**src/rtl/axi_txn_arbiter_if.sv**
```systemverilog
// Bus bundles for the two-master AXI transaction arbiter: a two-lane master-side
// bus (lane i belongs to master i) and the single slave-side bus.

interface axi_txn_m_if #(
  parameter int ADDR_W = 32,
  parameter int DATA_W = 32
);
  localparam int AP = ADDR_W + 13;
  localparam int WP = DATA_W + 1;
  localparam int RP = DATA_W + 3;

  logic [1:0]      m_arvalid;
  logic [2*AP-1:0] m_arpay;
  logic [1:0]      m_arready;

  logic [1:0]      m_rvalid;
  logic [RP-1:0]   m_rpay;
  logic [1:0]      m_rready;

  logic [1:0]      m_awvalid;
  logic [2*AP-1:0] m_awpay;
  logic [1:0]      m_awready;

  logic [1:0]      m_wvalid;
  logic [2*WP-1:0] m_wpay;
  logic [1:0]      m_wready;

  logic [1:0]      m_bvalid;
  logic [1:0]      m_bresp;
  logic [1:0]      m_bready;

  // The masters drive requests and data; the arbiter answers.
  modport master (
    output m_arvalid, m_arpay, m_rready, m_awvalid, m_awpay,
           m_wvalid, m_wpay, m_bready,
    input  m_arready, m_rvalid, m_rpay, m_awready, m_wready,
           m_bvalid, m_bresp
  );

  modport slave (
    input  m_arvalid, m_arpay, m_rready, m_awvalid, m_awpay,
           m_wvalid, m_wpay, m_bready,
    output m_arready, m_rvalid, m_rpay, m_awready, m_wready,
           m_bvalid, m_bresp
  );
endinterface

interface axi_txn_s_if #(
  parameter int ADDR_W = 32,
  parameter int DATA_W = 32
);
  localparam int AP = ADDR_W + 13;
  localparam int WP = DATA_W + 1;
  localparam int RP = DATA_W + 3;

  logic          s_arvalid;
  logic [AP-1:0] s_arpay;
  logic          s_arready;

  logic          s_rvalid;
  logic [RP-1:0] s_rpay;
  logic          s_rready;

  logic          s_awvalid;
  logic [AP-1:0] s_awpay;
  logic          s_awready;

  logic          s_wvalid;
  logic [WP-1:0] s_wpay;
  logic          s_wready;

  logic          s_bvalid;
  logic [1:0]    s_bresp;
  logic          s_bready;

  // The arbiter is the master of the shared slave.
  modport master (
    output s_arvalid, s_arpay, s_rready, s_awvalid, s_awpay,
           s_wvalid, s_wpay, s_bready,
    input  s_arready, s_rvalid, s_rpay, s_awready, s_wready,
           s_bvalid, s_bresp
  );

  modport slave (
    input  s_arvalid, s_arpay, s_rready, s_awvalid, s_awpay,
           s_wvalid, s_wpay, s_bready,
    output s_arready, s_rvalid, s_rpay, s_awready, s_wready,
           s_bvalid, s_bresp
  );
endinterface

```
**src/rtl/axi_txn_arbiter.sv**
```systemverilog
// Two-master to one-slave AXI arbiter: grants the single-threaded slave to one
// master for a whole read or write transaction, round-robin with per-master R/W alternation.

module axi_txn_arbiter #(
  parameter int ADDR_W = 32,
  parameter int DATA_W = 32
) (
  input  logic               aclk,
  input  logic               areset,
  axi_txn_m_if.slave         mbus,
  axi_txn_s_if.master        sbus,
  output logic [2:0]         status
);

  localparam int AP = ADDR_W + 13;
  localparam int WP = DATA_W + 1;

  typedef enum logic [2:0] {
    ST_IDLE = 3'd0,
    ST_AR   = 3'd1,
    ST_R    = 3'd2,
    ST_AW   = 3'd3,
    ST_W    = 3'd4,
    ST_B    = 3'd5
  } state_t;

  state_t        r_state;
  state_t        w_nextState;
  logic          r_owner;
  logic          r_last;
  logic [1:0]    r_prevWrite;

  logic [1:0]    w_req;
  logic          w_winner;
  logic          w_winAr;
  logic          w_winAw;
  logic          w_grantWrite;
  logic          w_grant;

  logic [1:0]    w_ownMask;
  logic          w_ownArvalid;
  logic [AP-1:0] w_ownArpay;
  logic          w_ownAwvalid;
  logic [AP-1:0] w_ownAwpay;
  logic          w_ownWvalid;
  logic [WP-1:0] w_ownWpay;
  logic          w_ownRready;
  logic          w_ownBready;
  logic          w_stateWrite;

  // Request sampling and the arbitration decision only matter in IDLE.
  assign w_req   = mbus.m_arvalid | mbus.m_awvalid;
  assign w_grant = (r_state == ST_IDLE) && (|w_req);

  always_comb begin
    w_winner = 1'b0;
    if (w_req[0] && w_req[1]) begin
      w_winner = ~r_last;
    end else if (w_req[1]) begin
      w_winner = 1'b1;
    end
  end

  assign w_winAr      = w_winner ? mbus.m_arvalid[1] : mbus.m_arvalid[0];
  assign w_winAw      = w_winner ? mbus.m_awvalid[1] : mbus.m_awvalid[0];
  assign w_grantWrite = (w_winAr && w_winAw) ? ~r_prevWrite[w_winner] : w_winAw;

  // Owner-lane views of every master-side input the slave path needs.
  assign w_ownMask    = r_owner ? 2'b10 : 2'b01;
  assign w_ownArvalid = r_owner ? mbus.m_arvalid[1] : mbus.m_arvalid[0];
  assign w_ownArpay   = r_owner ? mbus.m_arpay[2*AP-1:AP] : mbus.m_arpay[AP-1:0];
  assign w_ownAwvalid = r_owner ? mbus.m_awvalid[1] : mbus.m_awvalid[0];
  assign w_ownAwpay   = r_owner ? mbus.m_awpay[2*AP-1:AP] : mbus.m_awpay[AP-1:0];
  assign w_ownWvalid  = r_owner ? mbus.m_wvalid[1] : mbus.m_wvalid[0];
  assign w_ownWpay    = r_owner ? mbus.m_wpay[2*WP-1:WP] : mbus.m_wpay[WP-1:0];
  assign w_ownRready  = r_owner ? mbus.m_rready[1] : mbus.m_rready[0];
  assign w_ownBready  = r_owner ? mbus.m_bready[1] : mbus.m_bready[0];

  always_ff @(posedge aclk or posedge areset) begin
    if (areset) begin
      r_state <= ST_IDLE;
    end else begin
      r_state <= w_nextState;
    end
  end

  // last starts at 1 so master 0 wins the first tie; toggles start at write so read goes first.
  always_ff @(posedge aclk or posedge areset) begin
    if (areset) begin
      r_owner     <= 1'b0;
      r_last      <= 1'b1;
      r_prevWrite <= 2'b11;
    end else if (w_grant) begin
      r_owner               <= w_winner;
      r_last                <= w_winner;
      r_prevWrite[w_winner] <= w_grantWrite;
    end
  end

  // A transaction only ends on the last-beat handshake; len is never counted.
  always_comb begin
    w_nextState = r_state;
    case (r_state)
      ST_IDLE: begin
        if (|w_req) begin
          w_nextState = w_grantWrite ? ST_AW : ST_AR;
        end
      end
      ST_AR: begin
        if (w_ownArvalid && sbus.s_arready) begin
          w_nextState = ST_R;
        end
      end
      ST_R: begin
        if (sbus.s_rvalid && w_ownRready && sbus.s_rpay[0]) begin
          w_nextState = ST_IDLE;
        end
      end
      ST_AW: begin
        if (w_ownAwvalid && sbus.s_awready) begin
          w_nextState = ST_W;
        end
      end
      ST_W: begin
        if (w_ownWvalid && sbus.s_wready && w_ownWpay[0]) begin
          w_nextState = ST_B;
        end
      end
      ST_B: begin
        if (sbus.s_bvalid && w_ownBready) begin
          w_nextState = ST_IDLE;
        end
      end
      default: w_nextState = ST_IDLE;
    endcase
  end

  // Everything is routed from the registered state, so IDLE never passes a request through.
  always_comb begin
    sbus.s_arvalid = 1'b0;
    sbus.s_arpay   = '0;
    sbus.s_rready  = 1'b0;
    sbus.s_awvalid = 1'b0;
    sbus.s_awpay   = '0;
    sbus.s_wvalid  = 1'b0;
    sbus.s_wpay    = '0;
    sbus.s_bready  = 1'b0;
    mbus.m_arready = 2'b00;
    mbus.m_rvalid  = 2'b00;
    mbus.m_awready = 2'b00;
    mbus.m_wready  = 2'b00;
    mbus.m_bvalid  = 2'b00;
    case (r_state)
      ST_AR: begin
        sbus.s_arvalid = w_ownArvalid;
        sbus.s_arpay   = w_ownArpay;
        mbus.m_arready = w_ownMask & {2{sbus.s_arready}};
      end
      ST_R: begin
        mbus.m_rvalid  = w_ownMask & {2{sbus.s_rvalid}};
        sbus.s_rready  = w_ownRready;
      end
      ST_AW: begin
        sbus.s_awvalid = w_ownAwvalid;
        sbus.s_awpay   = w_ownAwpay;
        mbus.m_awready = w_ownMask & {2{sbus.s_awready}};
      end
      ST_W: begin
        sbus.s_wvalid  = w_ownWvalid;
        sbus.s_wpay    = w_ownWpay;
        mbus.m_wready  = w_ownMask & {2{sbus.s_wready}};
      end
      ST_B: begin
        mbus.m_bvalid  = w_ownMask & {2{sbus.s_bvalid}};
        sbus.s_bready  = w_ownBready;
      end
      default: ;
    endcase
  end

  assign mbus.m_rpay  = sbus.s_rpay;
  assign mbus.m_bresp = sbus.s_bresp;

  assign w_stateWrite = (r_state == ST_AW) || (r_state == ST_W) || (r_state == ST_B);
  assign status       = (r_state == ST_IDLE) ? 3'b000 : {1'b1, w_stateWrite, r_owner};

endmodule

```
**src/flat_wrapper.sv**
```systemverilog
// flat-port wrapper written by rule: the top's interface ports become plain ports
module axi_txn_arbiter_flat 
#(
  parameter int ADDR_W = 32,
  parameter int DATA_W = 32
)
  (aclk, areset, status, mbus_m_arvalid, mbus_m_arpay, mbus_m_rready, mbus_m_awvalid, mbus_m_awpay, mbus_m_wvalid, mbus_m_wpay, mbus_m_bready, mbus_m_arready, mbus_m_rvalid, mbus_m_rpay, mbus_m_awready, mbus_m_wready, mbus_m_bvalid, mbus_m_bresp, sbus_s_arvalid, sbus_s_arpay, sbus_s_rready, sbus_s_awvalid, sbus_s_awpay, sbus_s_wvalid, sbus_s_wpay, sbus_s_bready, sbus_s_arready, sbus_s_rvalid, sbus_s_rpay, sbus_s_awready, sbus_s_wready, sbus_s_bvalid, sbus_s_bresp);
  axi_txn_m_if #(.ADDR_W(ADDR_W), .DATA_W(DATA_W)) mbus_i ();
  axi_txn_s_if #(.ADDR_W(ADDR_W), .DATA_W(DATA_W)) sbus_i ();
  input  logic aclk;
  input  logic areset;
  output logic [2:0] status;
  input wire logic [$bits(mbus_i.m_arvalid)-1:0] mbus_m_arvalid;
  input wire logic [$bits(mbus_i.m_arpay)-1:0] mbus_m_arpay;
  input wire logic [$bits(mbus_i.m_rready)-1:0] mbus_m_rready;
  input wire logic [$bits(mbus_i.m_awvalid)-1:0] mbus_m_awvalid;
  input wire logic [$bits(mbus_i.m_awpay)-1:0] mbus_m_awpay;
  input wire logic [$bits(mbus_i.m_wvalid)-1:0] mbus_m_wvalid;
  input wire logic [$bits(mbus_i.m_wpay)-1:0] mbus_m_wpay;
  input wire logic [$bits(mbus_i.m_bready)-1:0] mbus_m_bready;
  output wire logic [$bits(mbus_i.m_arready)-1:0] mbus_m_arready;
  output wire logic [$bits(mbus_i.m_rvalid)-1:0] mbus_m_rvalid;
  output wire logic [$bits(mbus_i.m_rpay)-1:0] mbus_m_rpay;
  output wire logic [$bits(mbus_i.m_awready)-1:0] mbus_m_awready;
  output wire logic [$bits(mbus_i.m_wready)-1:0] mbus_m_wready;
  output wire logic [$bits(mbus_i.m_bvalid)-1:0] mbus_m_bvalid;
  output wire logic [$bits(mbus_i.m_bresp)-1:0] mbus_m_bresp;
  output wire logic [$bits(sbus_i.s_arvalid)-1:0] sbus_s_arvalid;
  output wire logic [$bits(sbus_i.s_arpay)-1:0] sbus_s_arpay;
  output wire logic [$bits(sbus_i.s_rready)-1:0] sbus_s_rready;
  output wire logic [$bits(sbus_i.s_awvalid)-1:0] sbus_s_awvalid;
  output wire logic [$bits(sbus_i.s_awpay)-1:0] sbus_s_awpay;
  output wire logic [$bits(sbus_i.s_wvalid)-1:0] sbus_s_wvalid;
  output wire logic [$bits(sbus_i.s_wpay)-1:0] sbus_s_wpay;
  output wire logic [$bits(sbus_i.s_bready)-1:0] sbus_s_bready;
  input wire logic [$bits(sbus_i.s_arready)-1:0] sbus_s_arready;
  input wire logic [$bits(sbus_i.s_rvalid)-1:0] sbus_s_rvalid;
  input wire logic [$bits(sbus_i.s_rpay)-1:0] sbus_s_rpay;
  input wire logic [$bits(sbus_i.s_awready)-1:0] sbus_s_awready;
  input wire logic [$bits(sbus_i.s_wready)-1:0] sbus_s_wready;
  input wire logic [$bits(sbus_i.s_bvalid)-1:0] sbus_s_bvalid;
  input wire logic [$bits(sbus_i.s_bresp)-1:0] sbus_s_bresp;
  assign mbus_i.m_arvalid = mbus_m_arvalid;
  assign mbus_i.m_arpay = mbus_m_arpay;
  assign mbus_i.m_rready = mbus_m_rready;
  assign mbus_i.m_awvalid = mbus_m_awvalid;
  assign mbus_i.m_awpay = mbus_m_awpay;
  assign mbus_i.m_wvalid = mbus_m_wvalid;
  assign mbus_i.m_wpay = mbus_m_wpay;
  assign mbus_i.m_bready = mbus_m_bready;
  assign mbus_m_arready = mbus_i.m_arready;
  assign mbus_m_rvalid = mbus_i.m_rvalid;
  assign mbus_m_rpay = mbus_i.m_rpay;
  assign mbus_m_awready = mbus_i.m_awready;
  assign mbus_m_wready = mbus_i.m_wready;
  assign mbus_m_bvalid = mbus_i.m_bvalid;
  assign mbus_m_bresp = mbus_i.m_bresp;
  assign sbus_s_arvalid = sbus_i.s_arvalid;
  assign sbus_s_arpay = sbus_i.s_arpay;
  assign sbus_s_rready = sbus_i.s_rready;
  assign sbus_s_awvalid = sbus_i.s_awvalid;
  assign sbus_s_awpay = sbus_i.s_awpay;
  assign sbus_s_wvalid = sbus_i.s_wvalid;
  assign sbus_s_wpay = sbus_i.s_wpay;
  assign sbus_s_bready = sbus_i.s_bready;
  assign sbus_i.s_arready = sbus_s_arready;
  assign sbus_i.s_rvalid = sbus_s_rvalid;
  assign sbus_i.s_rpay = sbus_s_rpay;
  assign sbus_i.s_awready = sbus_s_awready;
  assign sbus_i.s_wready = sbus_s_wready;
  assign sbus_i.s_bvalid = sbus_s_bvalid;
  assign sbus_i.s_bresp = sbus_s_bresp;
  axi_txn_arbiter #(.ADDR_W(ADDR_W), .DATA_W(DATA_W)) u_core (.aclk(aclk), .areset(areset), .mbus(mbus_i), .sbus(sbus_i), .status(status));
endmodule
```
**config.mk**
```make
export PLATFORM = sky130hd
export DESIGN_NAME = axi_txn_arbiter_flat
export DESIGN_NICKNAME = d
export VERILOG_FILES = /design/src/rtl/axi_txn_arbiter_if.sv /design/src/rtl/axi_txn_arbiter.sv /design/src/flat_wrapper.sv
export SDC_FILE = /design/constraint.sdc
export NUM_CORES = 1
export LEC_CHECK = 0
export CELL_PAD_IN_SITES_DETAIL_PLACEMENT = 1
export CELL_PAD_IN_SITES_GLOBAL_PLACEMENT = 2
export CORE_AREA = 3 3 182 184
export CTS_CLUSTER_DIAMETER = 30
export DETAILED_ROUTE_END_ITERATION = 10
export DIE_AREA = 0 0 185 187
export GPL_ROUTABILITY_DRIVEN = 0
export PLACE_DENSITY_LB_ADDON = 0.1
export SLEW_MARGIN = 20
export SYNTH_ARGS = -nofsm -noshare
export SYNTH_HDL_FRONTEND = slang
export SYNTH_SLANG_ARGS = --single-unit
```
**constraint.sdc**
```tcl
create_clock -name aclk -period 1.6 [get_ports aclk]
set_input_delay 0.16 -clock aclk [delete_from_list [all_inputs] [get_ports aclk]]
set_output_delay 0.16 -clock aclk [all_outputs]
set_load 0.005 [all_outputs]
```
==> impl_results.md <==
- Crit Path Class: flop to primary output
- DRT Wirelength: 24.9 mm
- Crit path DAT: 1.67 ns
- First-pass GRT wire length: 34.3 mm
- Synthesized area per cell: 7.05 sq um
- TNS Setup: -17.18 ns
- Worst R2R Setup Slack: -0.16 ns
- Dpl cell area: 7380 sq um
- Core Footprint: 31600 sq um
- Total CTS buffers: 3
- CP Capture Type: primary output
- Cts hold-fix bufs: 0
- Die footprint: 34600 sq um
- Reg2reg path depth: 10
- Total gr overflow: 0
- Post-synth top area cell: mux2i_1
- Vias per cell: 3.75
- Critical Path Fanout Max: 6
- Clk buf depth: 2
- Reg area: 184 sq um
- Failing checks: negative setup slack
- Clock Skew: 0.00352 ns
- CTS tree: done
- Fin. max-slew vios: 0
- Syn. warnings: 0
- Worst Path Required: 1.44 ns
- Crit start category: flop
- Largest net degree at the start of global routing: 20
- H-tree depth: 1
- Die Width: 185 microns
- Max IR drop VDD: 0.000660 V
- Area Growth Syn to Fin: 236%
- # IOs: 478
- Commonest non-fill, non-tap cells in the layout: clkdlybuf4s50_1, buf_2, mux2i_1
- Final HPWL DP: 18.6 mm
- Drt drc: 0
- Gate Count Post-Synth: 398
- Pwr Density: 1350 nW/um^2
- Fillers: 3614
- Clk pin slew, worst setup/hold paths: 0.03 ns
- First-pass detailed-route iteration total: 4
- IO Port Bufs: 405
- Final hold violation count: 0
- Final Core Density: 0.298
- Starting Density: 0.0889
- Synth unique cells: 36
- R2r startpoint: u_core.r_state[2]$_DFFE_PP0P_
- Final setup violation count: 137
- Vias in the first global route: 5289
- Pwr Total: 12.7 mW
- Die height: 187 microns
- Worst hold slack: 0.193 ns
- Initial antenna violation count: 2
- Leakage power: 4.15 nW
- Final ANT Viol Nets: 0
- Design Area, Final: 9410 sq um
- Layout Nets: 1185
- Slew at the pin closest to its max-slew limit: 0.323 ns
- RSZ-0062 raised after global routing: yes
- Fin crit share: 1.14
- Tmin final: 1.83 ns
- Top cell type's share of synthesized area: 0.450
- Relative slew slack: 0.784
- Mapped cell area: 2800 sq um
- Skew-Pair Late Insertion Delay: 0.23 ns
- Vias: 4827
- Worst Slack Setup Final: -0.228 ns
- Commonest non-fill, non-tap cell in the layout: clkdlybuf4s50_1
- Synth area leaders: mux2i_1, nor2_1, buf_4, dfrtp_1, dfstp_2
- Max Fclk: 547 MHz
- Worst min path class: input port to async pin
- GRT Util Overall: 0.131
- Sequential area share after synthesis: 0.0638
- Initial DRC count: 89
- Layout cells sized above 1: 0.490
- Clock root buffer: clkbuf_16
- Area of the multi-input gates: 3070 sq um
- Worst reg2reg endpoint: u_core.r_prevWrite[0]$_DFFE_PP1P_
- Sink Count: 7
- Status: finished, violations left
- FF+latch count, synth: 7
- Max Cap Violations: 0
- Net count after synthesis: 698
- Cell Rows: 65
- Routed WL per cell: 19.4 microns
-- Yosys cell counts, drive strengths merged --
master and instances:
mux2i 126, buf 62, nand3 2, nor2 137, a21o 1, clkbuf 7
nor2b 1, mux2 3, inv 5, o311a 1, and2b 1, o21a 1
o21ai 4, nor3b 1, dfstp 3, o221ai 1, nand2 10, a21oi 2
dfrtp 4, nand2b 5, and3 3, a31oi 3, nor4 3, nor3 6
o211a 1, o311ai 1, a22o 2, o31ai 1, nand3b 1
-- layout make-up --
type / instances / area share
Clock buffer: 4 / 0.00838
Multi-Input combinational cell: 317 / 0.327
Sequential cell: 7 / 0.0195
Timing Repair Buffer: 551 / 0.589
Antenna cell: 1 / 0.000266
Inverter: 5 / 0.00266
Tap cell: 402 / 0.0534
-- per-layer routing --
| metal | vias up | track usage | wire [microns] | part of all wire |
|---|---|---|---|---|
| met5 | - | 0 | 13 | 0.00052 |
| met4 | 2 | 0.0248 | 415 | 0.017 |
| met3 | 38 | 0.0299 | 1970 | 0.079 |
| met2 | 227 | 0.274 | 14400 | 0.58 |
| met1 | 2261 | 0.127 | 8150 | 0.33 |
| li1 | 2299 | - | - | - |
-- power by group --
part | switching (mW) | leakage (nW) | internal [mW] | total, mW
Clock | 0.0901 | 0.0382 | 0.331 | 0.421
Combinational | 4.79 | 4.03 | 7.03 | 11.8
Sequential | 0.129 | 0.0781 | 0.303 | 0.432
-- worst max path at each step --
stage                                              from                           endpoint  slack, ns
after global placement    u_core.r_state[2]$_DFFE_PP0P_                   sbus_s_arpay[27]      -0.29
after floorplan           u_core.r_state[2]$_DFFE_PP0P_  u_core.r_prevWrite[0]$_DFFE_PP1P_       0.22
after global routing      u_core.r_state[2]$_DFFE_PP0P_                    sbus_s_wpay[28]      -0.29
after detailed placement  u_core.r_state[0]$_DFFE_PP0P_                   sbus_s_arpay[27]      -0.29
after CTS                 u_core.r_state[2]$_DFFE_PP0P_                     sbus_s_wpay[9]      -0.23
final                        u_core.r_owner$_DFFE_PP0P_                    sbus_s_wpay[28]      -0.23
-- cell families (layout without fill, tap and decap cells) --
| family | Yosys count | in the layout | share of synthesized area |
|---|---|---|---|
| AOI/OAI and AO/OA | 18 | 18 | 0.0464 |
| DFF | 7 | 7 | 0.0638 |
| muxes | 129 | 129 | 0.462 |
| other | 0 | 1 | 0 |
| and+or+nand+nor | 170 | 170 | 0.250 |
| buffers and inverters | 74 | 560 | 0.178 |
-- flip-flops by register name, indices dropped and copies added (netlist names) --
signal	count
u_core.r_state	3
u_core.r_owner	1
u_core.r_last	1
u_core.r_prevWrite	2
-- per-stage QoR --
stage | setup slack [ns] | std cells
CTS | -0.228 | 1260
finish | -0.228 | 1287
global placement | -0.291 | 1188
global route | -0.287 | 1287
detailed placement | -0.294 | 1188
floorplan | 0.224 | 398
-- critical path, stage by stage, from the launching register on --
cell and delay [ns]:
dfrtp_4 0.56, buf_12 0.18, buf_12 0.13, buf_16 0.14, mux2i_1 0.24, nor2_4 0.06
buf_2 0.13
-- what timing repair did --
| action | CTS | global route |
|---|---|---|
| cloned | 17 | 3 |
| setup endpoints to repair | 142 | 147 |
| resized for setup | 703 | 216 |
| setup buffers | 54 | 34 |
| pin swaps | 55 | 55 |
(Power assumes the default switching activity.)
